### config.mk
export PLATFORM = sky130hd
export DESIGN_NAME = instr_trace_buffer
export DESIGN_NICKNAME = d
export VERILOG_FILES = /design/src/rtl/instr_trace_buffer.sv
export SDC_FILE = /design/constraint.sdc
export NUM_CORES = 1
export LEC_CHECK = 0
export CELL_PAD_IN_SITES_DETAIL_PLACEMENT = 2
export CELL_PAD_IN_SITES_GLOBAL_PLACEMENT = 2
export CORE_ASPECT_RATIO = 1.75
export CORE_MARGIN = 2
export CORE_UTILIZATION = 50
export DETAILED_ROUTE_END_ITERATION = 12
export PLACE_DENSITY_LB_ADDON = 0.1
export SETUP_SLACK_MARGIN = 0.02
export SYNTH_ARGS = -nofsm -noshare
export SYNTH_HDL_FRONTEND = slang
export SYNTH_SLANG_ARGS = --single-unit
export TNS_END_PERCENT = 20
### constraint.sdc
create_clock -name clk -period 15.15 [get_ports clk]
set_input_delay 1.515 -clock clk [delete_from_list [all_inputs] [get_ports clk]]
set_output_delay 1.515 -clock clk [all_outputs]
set_load 0.02 [all_outputs]
### src/rtl/instr_trace_buffer.sv
// ---------------------------------------------------------------------------
// instr_trace_buffer
//
// Purpose:
//   Captures a window of issued GPU instructions into a small circular trace
//   buffer. The capture starts when an instruction at a programmed PC
//   (trig_pc) issues after an arm pulse. It ends on a stop pulse or, when
//   WRAP=0, when the buffer fills. Every entry holds the issuing warp index,
//   a coarse instruction class, the PC and the instruction word. The oldest
//   entry is presented on a valid/ready read port.
//
// Parameters:
//   NUM_WARPS  width of the one-hot warp vector (default 8)
//   DEPTH      number of trace entries, power of two, >= 4 (default 16)
//   WRAP       1: overwrite the oldest entry when full
//              0: freeze capture when full (default 1)
//
// Optional feature:
//   TRACE_WARP_FILTER_EN  adds input warp_mask. In CAPTURE, an issue from a
//                         masked-off warp is ignored: it is neither written
//                         nor counted as a drop.
//
// Ports:
//   clk, rst              clock; asynchronous active-high reset
//   in_valid              an instruction issued this cycle
//   in_warp_oh            one-hot issuing warp
//   in_instr, in_pc       instruction word and its PC
//   arm, stop             single-cycle control pulses
//   trig_pc               capture start PC, sampled when arm is high
//   warp_mask             (TRACE_WARP_FILTER_EN only) per-warp capture enable
//   rd_ready              consumer accepts the head entry
//   rd_valid, rd_warp, rd_class, rd_pc, rd_instr
//                         head entry; the fields read zero while empty
//   state                 0=IDLE 1=ARMED 2=CAPTURE 3=FROZEN
//   count                 number of stored entries
//   drop_cnt              saturating count of lost issues
// ---------------------------------------------------------------------------
module instr_trace_buffer #(
    parameter int NUM_WARPS = 8,
    parameter int DEPTH     = 16,
    parameter int WRAP      = 1
) (
    input  logic                         clk,
    input  logic                         rst,
    input  logic                         in_valid,
    input  logic [NUM_WARPS-1:0]         in_warp_oh,
    input  logic [31:0]                  in_instr,
    input  logic [31:0]                  in_pc,
    input  logic                         arm,
    input  logic                         stop,
    input  logic [31:0]                  trig_pc,
`ifdef TRACE_WARP_FILTER_EN
    input  logic [NUM_WARPS-1:0]         warp_mask,
`endif
    input  logic                         rd_ready,
    output logic                         rd_valid,
    output logic [$clog2(NUM_WARPS)-1:0] rd_warp,
    output logic [3:0]                   rd_class,
    output logic [31:0]                  rd_pc,
    output logic [31:0]                  rd_instr,
    output logic [1:0]                   state,
    output logic [$clog2(DEPTH):0]       count,
    output logic [15:0]                  drop_cnt
);

    localparam int AW = $clog2(DEPTH);
    localparam int WW = $clog2(NUM_WARPS);
    localparam logic [AW:0] FULL_CNT = (AW+1)'(DEPTH);

    typedef enum logic [1:0] {
        IDLE    = 2'd0,
        ARMED   = 2'd1,
        CAPTURE = 2'd2,
        FROZEN  = 2'd3
    } state_t;

    state_t          state_q;
    state_t          state_d;
    logic [31:0]     trig_q;
    logic [AW-1:0]   wr_ptr;
    logic [AW-1:0]   rd_ptr;
    logic [AW:0]     count_q;
    logic [15:0]     drop_q;

    // Entry storage, kept as flops so the head can be shown combinationally.
    logic [WW-1:0]   mem_warp  [DEPTH];
    logic [3:0]      mem_class [DEPTH];
    logic [31:0]     mem_pc    [DEPTH];
    logic [31:0]     mem_instr [DEPTH];

    logic [WW-1:0]   warp_idx;
    logic [3:0]      in_class;
    logic            trig_hit;
    logic            cap_active;
    logic            warp_ok;
    logic            warp_pass;
    logic            full;
    logic            pop;
    logic            take;
    logic            bad_warp;
    logic            want_wr;
    logic            overflow_freeze;
    logic            do_wr;
    logic            overwrite;
    logic            adv;
    logic            drop_inc;

    // Opcode-based instruction classifier. The R-ALU opcode group only
    // counts as R-ALU when funct is one of the supported operations;
    // anything else falls into class 15.
    function automatic logic [3:0] classify(input logic [31:0] instr);
        logic [5:0] op;
        logic [5:0] fn;
        logic [3:0] cls;
        op  = instr[31:26];
        fn  = instr[5:0];
        cls = 4'd15;
        casez (op)
            6'b0?0000: begin
                case (fn)
                    6'b100000, 6'b100010, 6'b011000, 6'b100100,
                    6'b100101, 6'b100110, 6'b000010, 6'b000000: cls = 4'd1;
                    default:                                    cls = 4'd15;
                endcase
            end
            6'b0?1000, 6'b0?1100, 6'b0?1101, 6'b0?1110: cls = 4'd2;
            6'b1?0011, 6'b1?0111:                       cls = 4'd3;
            6'b1?1011, 6'b1?1111:                       cls = 4'd4;
            6'b0?0100, 6'b0?0111:                       cls = 4'd5;
            6'b0?0010:                                  cls = 4'd6;
            6'b000011:                                  cls = 4'd7;
            6'b000110:                                  cls = 4'd8;
            6'b100001:                                  cls = 4'd9;
            6'b0?0001:                                  cls = 4'd10;
            default:                                    cls = 4'd15;
        endcase
        return cls;
    endfunction

    // One-hot to binary warp index. This is only meaningful when warp_ok is
    // set; multi-hot vectors are rejected before any write.
    always_comb begin
        warp_idx = '0;
        for (int i = 0; i < NUM_WARPS; i++) begin
            if (in_warp_oh[i]) begin
                warp_idx = WW'(i);
            end
        end
    end

    assign in_class = classify(in_instr);
    assign warp_ok  = $onehot(in_warp_oh);

`ifdef TRACE_WARP_FILTER_EN
    assign warp_pass = ((in_warp_oh & ~warp_mask) == '0);
`else
    assign warp_pass = 1'b1;
`endif

    // Write/pop qualification.
    // The triggering instruction is itself captured, so capture is active in
    // ARMED on the hit cycle as well as in CAPTURE. arm takes priority over
    // everything: it empties the buffer, so no pop or write takes effect.
    // A pop in the same cycle frees a slot. A write into a full buffer with
    // a simultaneous pop is therefore not an overflow.
    always_comb begin
        trig_hit        = (state_q == ARMED) && in_valid && (in_pc == trig_q);
        cap_active      = (state_q == CAPTURE) || trig_hit;
        full            = (count_q == FULL_CNT);
        pop             = rd_valid && rd_ready && !arm;
        take            = !arm && cap_active && in_valid && warp_pass;
        bad_warp        = take && !warp_ok;
        want_wr         = take && warp_ok;
        overflow_freeze = want_wr && full && !pop && (WRAP == 0);
        do_wr           = want_wr && !overflow_freeze;
        overwrite       = do_wr && full && !pop;
        adv             = pop || overwrite;
        drop_inc        = bad_warp || overwrite || overflow_freeze;
    end

    // Next-state logic. arm restarts the capture from any state. stop and a
    // frozen overflow only matter while capturing. FROZEN is left only
    // through arm or reset.
    always_comb begin
        state_d = state_q;
        if (arm) begin
            state_d = ARMED;
        end else begin
            case (state_q)
                ARMED: begin
                    if (trig_hit) begin
                        state_d = CAPTURE;
                    end
                end
                CAPTURE: begin
                    if (stop || overflow_freeze) begin
                        state_d = FROZEN;
                    end
                end
                default: begin
                    state_d = state_q;
                end
            endcase
        end
    end

    // Control state: FSM, trigger latch, pointers, occupancy and drop count.
    // An overwrite writes at wr_ptr (equal to rd_ptr when full) and pushes
    // the head forward, so the count stays at DEPTH. A pop together with a
    // write also leaves the count unchanged. The head advances only once
    // because adv is a single OR.
    always_ff @(posedge clk or posedge rst) begin
        if (rst) begin
            state_q <= IDLE;
            trig_q  <= '0;
            wr_ptr  <= '0;
            rd_ptr  <= '0;
            count_q <= '0;
            drop_q  <= '0;
        end else begin
            state_q <= state_d;
            if (arm) begin
                trig_q  <= trig_pc;
                wr_ptr  <= '0;
                rd_ptr  <= '0;
                count_q <= '0;
            end else begin
                if (do_wr) begin
                    wr_ptr <= wr_ptr + 1'b1;
                end
                if (adv) begin
                    rd_ptr <= rd_ptr + 1'b1;
                end
                if (do_wr && !adv) begin
                    count_q <= count_q + 1'b1;
                end else if (adv && !do_wr) begin
                    count_q <= count_q - 1'b1;
                end
            end
            if (drop_inc && (drop_q != 16'hFFFF)) begin
                drop_q <= drop_q + 1'b1;
            end
        end
    end

    // Entry storage. The payload needs no reset because the read port masks
    // it while the buffer is empty.
    always_ff @(posedge clk) begin
        if (do_wr) begin
            mem_warp[wr_ptr]  <= warp_idx;
            mem_class[wr_ptr] <= in_class;
            mem_pc[wr_ptr]    <= in_pc;
            mem_instr[wr_ptr] <= in_instr;
        end
    end

    assign rd_valid = (count_q != '0);
    assign rd_warp  = rd_valid ? mem_warp[rd_ptr]  : '0;
    assign rd_class = rd_valid ? mem_class[rd_ptr] : '0;
    assign rd_pc    = rd_valid ? mem_pc[rd_ptr]    : '0;
    assign rd_instr = rd_valid ? mem_instr[rd_ptr] : '0;

    assign state    = state_q;
    assign count    = count_q;
    assign drop_cnt = drop_q;

endmodule
* Word level (Yosys, flattened, before mapping)
Memories as Yosys holds them, arrays and structs flattened.
Cells that the tools add are included.
W data, S select, Z words.
** Operators by class
- Add/sub/neg operators :: 12
- Multiply operators :: 0
- Divide/modulo/power cells :: 0
- Magnitude comparators :: 0
- Eq/ne operators :: 30
- Shifts and indexed selects :: 0
- Multiplexer cells :: 26
- Bitwise logic cells :: 0
- Reduce and logical (&&, ||, !) cells :: 34
** Operators with widths (count)
- $mux W32 :: 2
- $pmux W4 S10 :: 1
- $eq A6 B6 Y1 const B :: 6
- $eq A32 B32 Y1 :: 1
- $eq A5 B5 Y1 const B :: 5
- $mux W4 :: 6
- $eq A5 B4 Y1 const B :: 4
- $add A16 B1 Y16 const B :: 1
- $ne A16 B16 Y1 const B :: 1
- $mux W3 :: 5
- $mux W5 :: 3
- $logic_and A1 B1 Y1 :: 13
- $eq A6 B2 Y1 const B :: 2
- $eq A5 B3 Y1 const B :: 2
- $mux W2 :: 5
- $add A1 B1 Y2 :: 4
- $add A4 B1 Y4 const B :: 2
- $reduce_or A8 Y1 :: 1
- $add A2 B2 Y3 :: 2
- $eq A6 B3 Y1 const B :: 1
- $eq A6 B5 Y1 const B :: 1
- $logic_not A6 Y1 :: 1
- $ne A3 B3 Y1 const B :: 2
- $reduce_bool A3 Y1 :: 2
- 18 further kinds :: 29
** Word-level totals
- Register bits :: 63
- Latch bits :: 0
- Memory bits (writable) :: 1136
- Memory bits (read-only) :: 0
- Input bits :: 110
- Output and inout bits :: 95
- Word-level logic and storage cells :: 112
- Memories kept :: 4
** Memories
- mem_instr :: depth 16, width 32, read ports 1, clocked after memory_dff 0, write ports 1, line 89 : logic [31:0] mem_instr [DEPTH];
- mem_pc :: depth 16, width 32, read ports 1, clocked after memory_dff 0, write ports 1, line 88 : logic [31:0] mem_pc [DEPTH];
- mem_class :: depth 16, width 4, read ports 1, clocked after memory_dff 0, write ports 1, line 87 : logic [3:0] mem_class [DEPTH];
- mem_warp :: depth 16, width 3, read ports 1, clocked after memory_dff 0, write ports 1, line 86 : logic [WW-1:0] mem_warp [DEPTH];

* Longest topological paths before layout
- Depth in word-level cells :: 14
- Depth in mapped cells :: 21
- Depth with buffers taken out :: 21

* Least setup slack after synthesis
OpenSTA, ideal clock, no wires.
- Kind :: input -> register
- From :: input port in_warp_oh[0]
- To :: memory mem_class[0][0], enable pin
- Library setup time :: 0.675 ns
- Arrival time :: 11.178 ns
- Required time :: 14.475 ns
- Path slack :: 3.297 ns
- Stages :: 14
- Path buffers :: 0
- Cells stage by stage :: inv_1 -> fa_1 -> fa_1 -> fa_1 -> inv_1 -> ha_1 -> inv_1 -> fa_1 -> nor2_1 -> nand3_1 -> a21oi_1 -> and2_0 -> nand2_2 -> nor4_1
** Between the ends
- Word-level cells in the longest chain between the ends :: 7
** RTL lines
- start, declared :: line 46 : input logic [NUM_WARPS-1:0] in_warp_oh,
- $add A1 B1 Y2 (not written as such) :: line 152 : assign warp_ok = $onehot(in_warp_oh);
- $add A2 B2 Y3 (not written as such) :: line 152
- $add A3 B3 Y4 (not written as such) :: line 152
- $eq A4 B1 Y1 :: line 152
- $logic_and A1 B1 Y1 :: line 173 : want_wr = take && warp_ok;
- $mux W1 :: line 249 : if (do_wr) begin
- $mux W1 (not written as such) :: line 251 : mem_class[wr_ptr] <= in_class;
- end, declared :: line 87
Every way passes these cells.

* Worst setup path in the final report
- From :: input port in_warp_oh[0]
- To :: memory mem_pc[13][15], enable pin
** Between the ends
- Word-level cells in the longest chain between the ends :: 7
** RTL lines
- $add A1 B1 Y2 (not written as such) :: line 152
- $add A2 B2 Y3 (not written as such) :: line 152
- $add A3 B3 Y4 (not written as such) :: line 152
- $eq A4 B1 Y1 :: line 152
- $logic_and A1 B1 Y1 :: line 173
- $mux W1 :: line 249
- $mux W1 (not written as such) :: line 252 : mem_pc[wr_ptr] <= in_pc;
- end, declared :: line 88
Every way passes these cells.

==> reports/qor.yml <==
status: "finished, final reports clean"
row_count: 148
finClkSkew_ns: 0.0449
die_w_um: 235
p_per_area_nw_per_um2: 163
cts_hold_buf: 0
drt-wirelength-per-cell_um: 44.3
crit_top_cell: "fa_1"
finish.net_count: 2443
fp.dieArea_um2: 96300
port_buffers: 204
cp_max_fo: 30
period_share_pct: 51.2
layout_common_cells: "1,136 x edfxtp_1, 355 x mux4_2, 203 x clkdlybuf4s50_1"
overflow: 0
async_flop_share_pct: 5.25
drv_slew: 0
grt_pass1_wl_um: 224000
drive_gt1_share_pct: 26.5
insertion_delay_ns: 0.75
peakVddDrop_uv: 119
cts_buffers: 107
placed_cell_area_um2: 50500
fp.coreArea_um2: 93000
post_cts_buffers: 0
ant_nets: 0
rsz0062_at_grt: "no"
holdWs_ns: 0.539
synth_area_leaders: "edfxtp_1 73%, mux4_2 17%, dfrtp_1 3.4%"
grt_pass1_vias: 26452
syn_area_um2: 46900
crit_family: "buffers and inverters"
hp-class: "register to register"
cts_tree: "done"
critical_path_class: "primary input to register"
period_minus_slack_ns: 7.76
finalWeightedCongestion: 0.761
gr-usage-all-layers_pct: 34.0
total_power_mw: 8.84
grt_max_degree: 70
cp_data_arrival_time_ns: 8.10
clockBufferDepth: 3
synth_enable_flop_cells: 1136
avgViaCountPerCell: 6.62
io_pins: 205
syn-num-nets: 2182
area_growth_syn_to_layout_pct: 15.5
synth_warnings: 0
p_leak_nw: 16.9
initial_core_util_pct: 50.4
antenna_found_initial: 8
slowest_stage: "buf_4"
cts_root_buf: "clkbuf_16"
maxSlewHeadroom_pct: 11.2
fillers: 7343
drc: 0
h-tree-depth: 3
path_clk_slew_ns: 0.07
critPathMaxStageDelay_ns: 0.71
fmax_mhz: 129
dp_worst_setup_slack_ns: 6.82
fin_ws_ns: 7.39
path_buf_inv: 6
yosysSeqAreaShare_pct: 76.1
dp_hpwl_um: 87200
hold_viol: 0
synth_top_area_share_pct: 72.8
mostFrequentLayoutCell: "edfxtp_1"
worstSetupStartpointType: "primary input"
final_area_um2: 54200
syn_inst: 2054
fin_setup_tns_ns: 0
vias: 23912
worst_pin_slew_ns: 1.33
syn_area_per_cell_um2: 22.8
drt_iter0_drc: 2693
cts.sinks: 1199
ys_ff_latch: 1199
fp.dieH_um: 409
wl_um: 160000
drtPass1Iterations: 5
cp_cell_sequence: "clkdlybuf4s50_1 > inv_1 > fa_1 > fa_1 > fa_1 > inv_1 > ha_1 > inv_1 > fa_1 > nor2_1 > nand3_1 > a21oi_1 > nand2_1 > nor2_2 > nand3_1 > nor2_4 > buf_4 > buf_4"
post_cts_resized: 0
synth_ff_type: "edfxtp_1"
synth_cell_types: 55
maxCapViolCount: 0
cp_data_required_time_ns: 15.49
yosys.area.top_type: "edfxtp_1"
setup_violations: 0
end_kind: "register"
-- cell families after synthesis --
family	synth area share [%]
adder cells (fa/ha/maj)	0.560
XOR/XNOR	0.990
flip-flops	76.1
buffers and inverters	1.11
AO/OA/AOI/OAI	0.745
multiplexers	17.9
AND/OR/NAND/NOR	2.53
-- per-stage QoR --
stage | utilization (%) | std cells
after global routing | 58.3 | 3610
after detailed placement | 54.3 | 3406
after floorplan | - | 2054
after CTS | 58.3 | 3608
final | 58.3 | 3613
after global placement | 54.3 | 3406
-- cells in the mapped netlist (all sizes together), types with 4 or more instances --
master	number
nor3b	4
nor4	14
o21ai	15
xnor2	5
nand2	16
mux2	36
ha	13
nand3	19
buf	42
inv	29
and2	77
nand4	7
fa	5
a21oi	18
xor2	48
and3	9
clkbuf	60
edfxtp	1136
mux4	355
nor3	12
dfrtp	63
nor2	35
-- worst register-to-register path: stages (launching register included) --
cell,delay [ns]
dfrtp_1,0.41
xor2_1,0.21
nor4_1,0.76
nand3_1,0.39
o31a_2,0.45
nor2_2,0.32
nand3_1,0.43
nor2_4,0.67
buf_4,0.69
buf_4,0.73
-- where the power goes --
part | switching (mW) | internal [mW] | leakage [nW]
Clock | 1.37 | 1.63 | 1.78
Sequential | 0.0598 | 3.64 | 11.1
Combinational | 1.14 | 0.990 | 4.07
Total | 2.58 | 6.27 | 16.9
-- per-layer routing --
layer  part of all wire, %  GRT usage, %
met1                    36          42.1
met2                    54          61.5
met3                   5.8          4.34
met4                   3.7          12.5
met5                0.0050             0
-- layout make-up --
cell class | instances | area, um^2 | area share, %
Clock inverter | 77 | 882 | 1.63
Multi-Input combinational cell | 724 | 10800 | 19.9
Timing Repair Buffer | 254 | 2410 | 4.45
Antenna cell | 5 | 12.5 | 0.0231
Inverter | 29 | 110 | 0.203
Sequential cell | 1199 | 35700 | 65.9
Tap cell | 1200 | 1500 | 2.77
Clock buffer | 125 | 2790 | 5.15
-- path summary, 6_finish.rpt --
| check | slack, ns | end | cells past startpoint | from |
|---|---|---|---|---|
| min | 0.54 | trig_q[0] | 1 | trig_q[0] |
| max in group asynchronous | 12.95 | rd_ptr[3] | 3 | rst |
| min reg2reg | 0.54 | trig_q[0] | 1 | trig_q[0] |
| min in group asynchronous | 1.41 | trig_q[19] | 3 | rst |
| max | 7.39 | mem_pc[13][15] | 18 | in_warp_oh[0] |
| max reg2reg | 9.68 | mem_pc[13][15] | 9 | trig_q[19] |
-- flip-flops by register name (all words and copies together) (netlist names), 5 cells and up --
name and flops:
count 5, drop_cnt 16, mem_class 64, mem_instr 512, mem_pc 512, mem_warp 48
trig_q 32
Power figures use the tool's default switching activity.
